## src/rtl/sap1_pkg.sv

```systemverilog
// Shared SAP-1 definitions: opcodes, one-hot T-states and control-word bit positions.
// The control-word indices are also meant for the datapath top level.
package sap1_pkg;

  localparam int OPCODE_W = 4;
  localparam logic [OPCODE_W-1:0] OP_LDA = 4'b0000;
  localparam logic [OPCODE_W-1:0] OP_ADD = 4'b0001;
  localparam logic [OPCODE_W-1:0] OP_SUB = 4'b0010;
  localparam logic [OPCODE_W-1:0] OP_OUT = 4'b1110;
  localparam logic [OPCODE_W-1:0] OP_HLT = 4'b1111;

  localparam int T_W = 6;
  localparam logic [T_W-1:0] T1 = 6'b000001;
  localparam logic [T_W-1:0] T2 = 6'b000010;
  localparam logic [T_W-1:0] T3 = 6'b000100;
  localparam logic [T_W-1:0] T4 = 6'b001000;
  localparam logic [T_W-1:0] T5 = 6'b010000;
  localparam logic [T_W-1:0] T6 = 6'b100000;

  localparam int CW_CP = 0;
  localparam int CW_EP = 1;
  localparam int CW_LM = 2;
  localparam int CW_CE = 3;
  localparam int CW_LI = 4;
  localparam int CW_EI = 5;
  localparam int CW_LA = 6;
  localparam int CW_EA = 7;
  localparam int CW_SU = 8;
  localparam int CW_EU = 9;
  localparam int CW_LB = 10;
  localparam int CW_LO = 11;
  localparam int CW_W  = 12;

  typedef logic [CW_W-1:0] ctrl_word_t;

  typedef enum logic [2:0] {
    OPC_LDA,
    OPC_ADD,
    OPC_SUB,
    OPC_OUT,
    OPC_HLT,
    OPC_NOP
  } op_class_e;

endpackage

```

## src/rtl/sap1_ring_counter.sv

```systemverilog
// Six-bit one-hot T-state ring: rotates left each edge, can hold (halt) or
// jump back to T1 (early instruction end). Reset always wins.
module sap1_ring_counter
  import sap1_pkg::*;
(
  input  logic           clk,
  input  logic           rst,
  input  logic           hold_i,
  input  logic           load_t1_i,
  output logic [T_W-1:0] ring_o
);

  logic [T_W-1:0] ring_q;
  logic [T_W-1:0] ring_d;
  logic [T_W-1:0] ring_rot;

  generate
    for (genvar gi = 0; gi < T_W; gi++) begin : g_rot
      assign ring_rot[gi] = ring_q[(gi + T_W - 1) % T_W];
    end
  endgenerate

  always_comb begin
    ring_d = ring_q;
    if (hold_i) begin
      ring_d = ring_q;
    end else if (load_t1_i) begin
      ring_d = T1;
    end else begin
      ring_d = ring_rot;
    end
  end

  always_ff @(posedge clk) begin
    if (rst) begin
      ring_q <= T1;
    end else begin
      ring_q <= ring_d;
    end
  end

  assign ring_o = ring_q;

endmodule

```

## src/rtl/sap1_controller_sequencer.sv

```systemverilog
// SAP-1 control unit: T-state ring plus a combinational decode of T-state and
// opcode into the control word. HLT freezes the ring until reset.
module sap1_controller_sequencer
  import sap1_pkg::*;
#(
  parameter int OPW      = 4,
  parameter bit FAST_NOP = 1'b0
) (
  input  logic           clk,
  input  logic           rst,
  input  logic [OPW-1:0] opcode,
  output logic           Cp,
  output logic           Ep,
  output logic           Lm,
  output logic           Ce,
  output logic           Li,
  output logic           Ei,
  output logic           La,
  output logic           Ea,
  output logic           Su,
  output logic           Eu,
  output logic           Lb,
  output logic           Lo,
  output logic           hlt,
  output logic [T_W-1:0] t_state
);

  logic [T_W-1:0] ring;
  logic           halted_q;
  logic           halted_d;
  logic           halt_now;
  logic           ring_hold;
  logic           ring_load_t1;
  op_class_e      op_class;
  ctrl_word_t     cw;
  logic           hlt_c;

  always_comb begin
    op_class = OPC_NOP;
    if (opcode == OPW'(OP_LDA)) begin
      op_class = OPC_LDA;
    end else if (opcode == OPW'(OP_ADD)) begin
      op_class = OPC_ADD;
    end else if (opcode == OPW'(OP_SUB)) begin
      op_class = OPC_SUB;
    end else if (opcode == OPW'(OP_OUT)) begin
      op_class = OPC_OUT;
    end else if (opcode == OPW'(OP_HLT)) begin
      op_class = OPC_HLT;
    end
  end

  // HLT is recognised in T4; the ring holds there from that edge onward.
  assign halt_now  = !halted_q && (ring == T4) && (op_class == OPC_HLT);
  assign halted_d  = halted_q | halt_now;
  assign ring_hold = halted_q | halt_now;

  always_comb begin
    ring_load_t1 = 1'b0;
    if (FAST_NOP && !halted_q) begin
      if ((ring == T4) && ((op_class == OPC_OUT) || (op_class == OPC_NOP))) begin
        ring_load_t1 = 1'b1;
      end else if ((ring == T5) && (op_class == OPC_LDA)) begin
        ring_load_t1 = 1'b1;
      end
    end
  end

  always_ff @(posedge clk) begin
    if (rst) begin
      halted_q <= 1'b0;
    end else begin
      halted_q <= halted_d;
    end
  end

  sap1_ring_counter u_ring (
    .clk       (clk),
    .rst       (rst),
    .hold_i    (ring_hold),
    .load_t1_i (ring_load_t1),
    .ring_o    (ring)
  );

  always_comb begin
    cw    = '0;
    hlt_c = 1'b0;
    if (rst) begin
      cw    = '0;
      hlt_c = 1'b0;
    end else if (halted_q) begin
      hlt_c = 1'b1;
    end else begin
      case (ring)
        T1: begin
          cw[CW_EP] = 1'b1;
          cw[CW_LM] = 1'b1;
        end
        T2: cw[CW_CP] = 1'b1;
        T3: begin
          cw[CW_CE] = 1'b1;
          cw[CW_LI] = 1'b1;
        end
        T4: begin
          case (op_class)
            OPC_LDA, OPC_ADD, OPC_SUB: begin
              cw[CW_EI] = 1'b1;
              cw[CW_LM] = 1'b1;
            end
            OPC_OUT: begin
              cw[CW_EA] = 1'b1;
              cw[CW_LO] = 1'b1;
            end
            OPC_HLT: hlt_c = 1'b1;
            default: ;
          endcase
        end
        T5: begin
          case (op_class)
            OPC_LDA: begin
              cw[CW_CE] = 1'b1;
              cw[CW_LA] = 1'b1;
            end
            OPC_ADD, OPC_SUB: begin
              cw[CW_CE] = 1'b1;
              cw[CW_LB] = 1'b1;
            end
            default: ;
          endcase
        end
        T6: begin
          // Su is only ever raised together with Eu in SUB's final cycle.
          case (op_class)
            OPC_ADD: begin
              cw[CW_EU] = 1'b1;
              cw[CW_LA] = 1'b1;
            end
            OPC_SUB: begin
              cw[CW_EU] = 1'b1;
              cw[CW_LA] = 1'b1;
              cw[CW_SU] = 1'b1;
            end
            default: ;
          endcase
        end
        default: ;
      endcase
    end
  end

  assign Cp      = cw[CW_CP];
  assign Ep      = cw[CW_EP];
  assign Lm      = cw[CW_LM];
  assign Ce      = cw[CW_CE];
  assign Li      = cw[CW_LI];
  assign Ei      = cw[CW_EI];
  assign La      = cw[CW_LA];
  assign Ea      = cw[CW_EA];
  assign Su      = cw[CW_SU];
  assign Eu      = cw[CW_EU];
  assign Lb      = cw[CW_LB];
  assign Lo      = cw[CW_LO];
  assign hlt     = hlt_c;
  assign t_state = ring;

endmodule

```

## config.mk

```make
export PLATFORM = sky130hd
export DESIGN_NAME = sap1_controller_sequencer
export DESIGN_NICKNAME = d
export VERILOG_FILES = /design/src/rtl/sap1_pkg.sv /design/src/rtl/sap1_ring_counter.sv /design/src/rtl/sap1_controller_sequencer.sv
export SDC_FILE = /design/constraint.sdc
export NUM_CORES = 1
export LEC_CHECK = 0
export CAP_MARGIN = 10
export CORE_ASPECT_RATIO = 1.1
export CORE_UTILIZATION = 35
export CTS_BUF_LIST = sky130_fd_sc_hd__clkbuf_16
export DETAILED_ROUTE_END_ITERATION = 7
export MAX_ROUTING_LAYER = met4
export PLACE_DENSITY = 0.73
export SYNTH_ARGS = -nofsm -noshare
export SYNTH_HDL_FRONTEND = slang
export SYNTH_SLANG_ARGS = --single-unit
```

## constraint.sdc

```tcl
create_clock -name clk -period 1.4 [get_ports clk]
set_input_delay 0.35 -clock clk [delete_from_list [all_inputs] [get_ports clk]]
set_output_delay 0.35 -clock clk [all_outputs]
set_load 0.005 [all_outputs]
```

# After elaboration in Yosys (flattened, before gate mapping)
# Index checks and enable logic that the tools add are counted.
# op_classes
eq_ne	14
muxes	26
bitwise	1
n_reduce_logical	7
# ops
op	n
12-bit two-way mux	2
1-bit two-way mux	16
3-bit two-way mux	4
4-bit == test (second input constant)	2
3-bit by 2-bit == test with 1-bit output (second input constant)	2
6-bit by 1-bit == test with 1-bit output (second input constant)	1
6-bit by 2-bit == test with 1-bit output (second input constant)	1
6-bit by 3-bit == test with 1-bit output (second input constant)	1
6-bit by 4-bit == test with 1-bit output (second input constant)	1
6-bit by 5-bit == test with 1-bit output (second input constant)	1
6-bit == test (second input constant)	1
1-bit case mux with 2 select lines	3
4-bit by 1-bit == test with 1-bit output (second input constant)	1
4-bit by 2-bit == test with 1-bit output (second input constant)	1
4-bit zero test	1
3-bit by 1-bit == test with 1-bit output (second input constant)	1
3-bit == test (second input constant)	1
3-bit zero test	1
3-bit OR reduction	1
1-bit logical AND	2
2-bit two-way mux	1
2-bit OR reduction	1
1-bit zero test	1
1-bit bitwise OR	1
# word_totals
reg_bits	7
output_inout_bits	19
word_cells	50

# Logic depth before layout (Yosys ltp)
# logic_depth
ltp_word	12
depth_mapped	4

# Cells and area by module
# A second synthesis with hierarchy kept.
# unflattened
cells_unflattened	69
area_unflattened_um2	508.0
# by_module_without_submodules
mod	instances	cells_each	area_each_um2	seq_area_each_um2
sap1_controller_sequencer	1	42	272.8	20.0
sap1_ring_counter	1	27	235.2	120.1

# Least setup slack after synthesis
# Ideal clock, no wire load.
# synth_path
path_kind	reg-to-output
start	register u_ring.ring_q[0] (netlist: u_ring.ring_o[0])
end	output port Lo
arrival_time_ps	1292
t_required_ps	1050
slack_ps	-242
stages_incl_launch_ff	5
path_buffers	1
cell_sequence	dfxtp_1 > nor4bb_4 > nand2_1 > nor4_1 > buf_4
# synth_between
elab_chain_cells	4
# synth_lines
element	line	source
start: declaration	sap1_ring_counter.sv:13	logic [T_W-1:0] ring_q;
start signal: assignment	sap1_ring_counter.sv:38	ring_q <= ring_d;
6-bit by 4-bit == test with 1-bit output	sap1_controller_sequencer.sv:94	case (ring)
1-bit two-way mux	sap1_controller_sequencer.sv:94	
12-bit two-way mux	sap1_controller_sequencer.sv:91	end else if (halted_q) begin
12-bit two-way mux	sap1_controller_sequencer.sv:88	if (rst) begin
end: declaration	sap1_controller_sequencer.sv:23	output logic Lo,
# Every way passes these cells.

# Worst setup path in the final report
# layout_path
start	register u_ring.ring_q[1] (netlist: u_ring.ring_o[1])
end	output port hlt
# layout_between
elab_chain_cells	4
# layout_lines
element	line	source
6-bit by 4-bit == test with 1-bit output	sap1_controller_sequencer.sv:94	
1-bit two-way mux	sap1_controller_sequencer.sv:94	
1-bit two-way mux	sap1_controller_sequencer.sv:91	
1-bit two-way mux	sap1_controller_sequencer.sv:88	
end: declaration	sap1_controller_sequencer.sv:24	output logic hlt,
# Every way passes these cells.

==> flow_summary.toml <==
[run_status]
run_status = "finished, violations left"
violations = "negative setup slack"

[setup_path]
worstPathArrival_ps = 1560
worst_setup_path_start_kind = "register"
cp_data_required_time_ps = 1050
cp_max_fo = 3
cpPeakStageDelay_ps = 360
worstSetupPathType = "register to output pin"
worstPathCellList = "nor4b_4 > buf_4 > nand3_4 > a21oi_2 > buf_2"
slowest_stage = "dfxtp_4"
cp-end-kind = "output pin"

[yosys]
syn_area_um2 = 518
synthFlopType = "dfxtp_1"
ys_warn_count = 0
synthCells = 63
ys_types = 29
synth_edf_count = 0
synth_nets = 69
yosysMostFrequentCell = "nor2_1"
synthTopCellsByCount = "nor2_1 (13), dfxtp_1 (7), nand2_1 (4), nand2b_1 (4)"
synth.avg_cell_area_um2 = 8.22
synth_top_area_cell = "dfxtp_1"
synth_top_area_frac = 0.271
synth-seq-area-share = 0.271
ys_ff_latch = 7
ys_top_cells_by_area = "dfxtp_1 (27%), nor2_1 (9.4%), mux2i_1 (5.8%)"
async_reset_ff_frac = 0

[placed_design]
placedCellCount = 118
hpwlAfterDp_um = 1200
io_buffers = 24
place.gp.congestion = 0.864

[sta]
rsz0062_at_grt = "true"
finalHoldWorstSlack_ps = 543
min_period_over_period = 1.36
hold_viol = 0
timing.final.ws_setup_ps = -507
clock-skew-final_ps = 0.496
finalSetupTns_ps = -5450
post-route-min-period_ps = 1910
max_slew_margin = 0.808
finalSetupViolCount = 18
maxSlewViolCount = 0
max_freq_mhz = 524
worstMarginPinSlew_ps = 286

[power_and_ir_drop]
powerDensity_nw_per_um2 = 725
switchingPower_uw = 218
clkPwrFrac = 0.558
combPwrFrac = 0.208
seqPwrFrac = 0.234
netSwitchingFraction = 0.246
ir_worst_vdd_mv = 1.23
p_leak_uw = 0.000576
p_int_uw = 668

[final_layout]
fin_cells = 142
register_area_um2 = 161
n_antenna_cell = 0
multiInputGateArea_um2 = 507
n_fill_cell = 59
area_growth_pct = 136
drive_gt1_frac = 0.714
fin_nets = 133
utilization = 0.895

[floorplanning]
ios = 25
fp.dieW_um = 38.7
core_area_um2 = 1370
die_h_um = 42.4
initial_core_util = 0.379
rows = 14
die_area_um2 = 1640

[detailed_routing]
wl_met1_um = 1140
viasPerCell = 5.93
routed-wl-met3_um = 169
ant_nets = 0
drt_iter0_drc = 38
dr_wl_met2_um = 1520
routed-via-count = 842
route.detailed.wl_per_inst_um = 20.5
wirelength_um = 2910
drc = 0
dr.pass1.iters = 4
top_layer = "met4"

[job]
drv_cap = 0

[clock_tree]
cts_sinks = 7
htreeDepth = 1
cts_tree = "done"
clock_path_buffers = 2
clkLatencyLatePin_ps = 240
root_buffer = "clkbuf_16"
cts_buffers = 3
clkTransAtPathRegs_ps = 40

[global_routing]
grt_overflow_total = 0
grt_pass1_wl_um = 3590
grt_max_degree = 7
grt_pass1_vias = 770
grt_usage = 0.336
antenna_found_initial = 0

[worst_hold_path]
hold_class = "input port to register"
[kinds of logic after synthesis]
family,after synthesis,synth area share
buf+inv,4,0.0435
xor+xnor,1,0.0169
compound gates,11,0.164
simple gates,37,0.447
mux,3,0.0580
flops,7,0.271
[flip-flops by register name (all words and copies together), names as in the netlist]
name	cells
halted_q	1
u_ring.ring_o	6
[worst paths after layout]
| check | startpoint | end | slack [ps] | depth (start not counted) |
|---|---|---|---|---|
| hold reg to reg | u_ring.ring_o[4]$_SDFFE_PP0N_ | u_ring.ring_o[4]$_SDFFE_PP0N_ | 690 | 2 |
| setup reg to reg | u_ring.ring_o[1]$_SDFFE_PP0N_ | u_ring.ring_o[4]$_SDFFE_PP0N_ | -70 | 5 |
| hold / removal | rst | u_ring.ring_o[1]$_SDFFE_PP0N_ | 540 | 3 |
| setup / recovery | u_ring.ring_o[1]$_SDFFE_PP0N_ | hlt | -510 | 5 |
[final cells by class]
class / count / share of cell area
Clock inverter: 1 / 0.00307
Tap cell: 16 / 0.0164
Inverter: 1 / 0.00307
Clock buffer: 3 / 0.0614
Sequential cell: 7 / 0.132
Multi-Input combinational cell: 52 / 0.415
Timing Repair Buffer: 62 / 0.369
[cell usage in the layout (no fill, tap or decap), types with 3 or more instances in the layout]
cell type	netlist	final
buf_4	2	34
buf_2	0	13
nor2_1	13	8
buf_6	0	5
dfxtp_4	0	5
dlygate4sd2_1	0	4
clkbuf_2	0	4
nor2_4	0	3
nand2b_4	0	3
nand2_1	4	3
mux2i_1	3	3
clkbuf_16	0	3
[stage by stage]
stage,cell area [um2],worst slack [ps],power (uW)
global placement,915,-1020,326
global route,1220,-576,897
detailed placement,915,-1060,328
CTS,1150,-518,844
finish,1220,-507,886
floorplan,538,-156,264
[power groups by stage]
stage	Sequential [uW]	Combinational, uW	Clock [uW]
detailed placement	215	113	0
global placement	215	111	0
floorplan	217	46.6	0
global route	208	191	499
CTS	206	148	490
finish	207	185	494
[timing repair]
| item | 4_1_cts | 5_1_grt |
|---|---|---|
| gates resized for setup | 98 | 20 |
| hold buffers | 0 | 0 |
| endpoints found under the setup margin | 22 | 21 |
| pin swaps | 20 | 15 |
| setup buffers | 17 | 6 |
[routing by layer]
metal,GRT usage,vias up
met2,0.537,57
met1,0.402,410
met5,-,-
met3,0.0638,13
met4,0.138,0
li1,-,362
[critical path: cells and delay by family (launching register included)]
family / cells / cell delay (ps)
flops: 1 / 360
buf+inv: 2 / 350
simple gates: 2 / 440
compound gates: 1 / 180
Power figures use the tool's default switching activity.
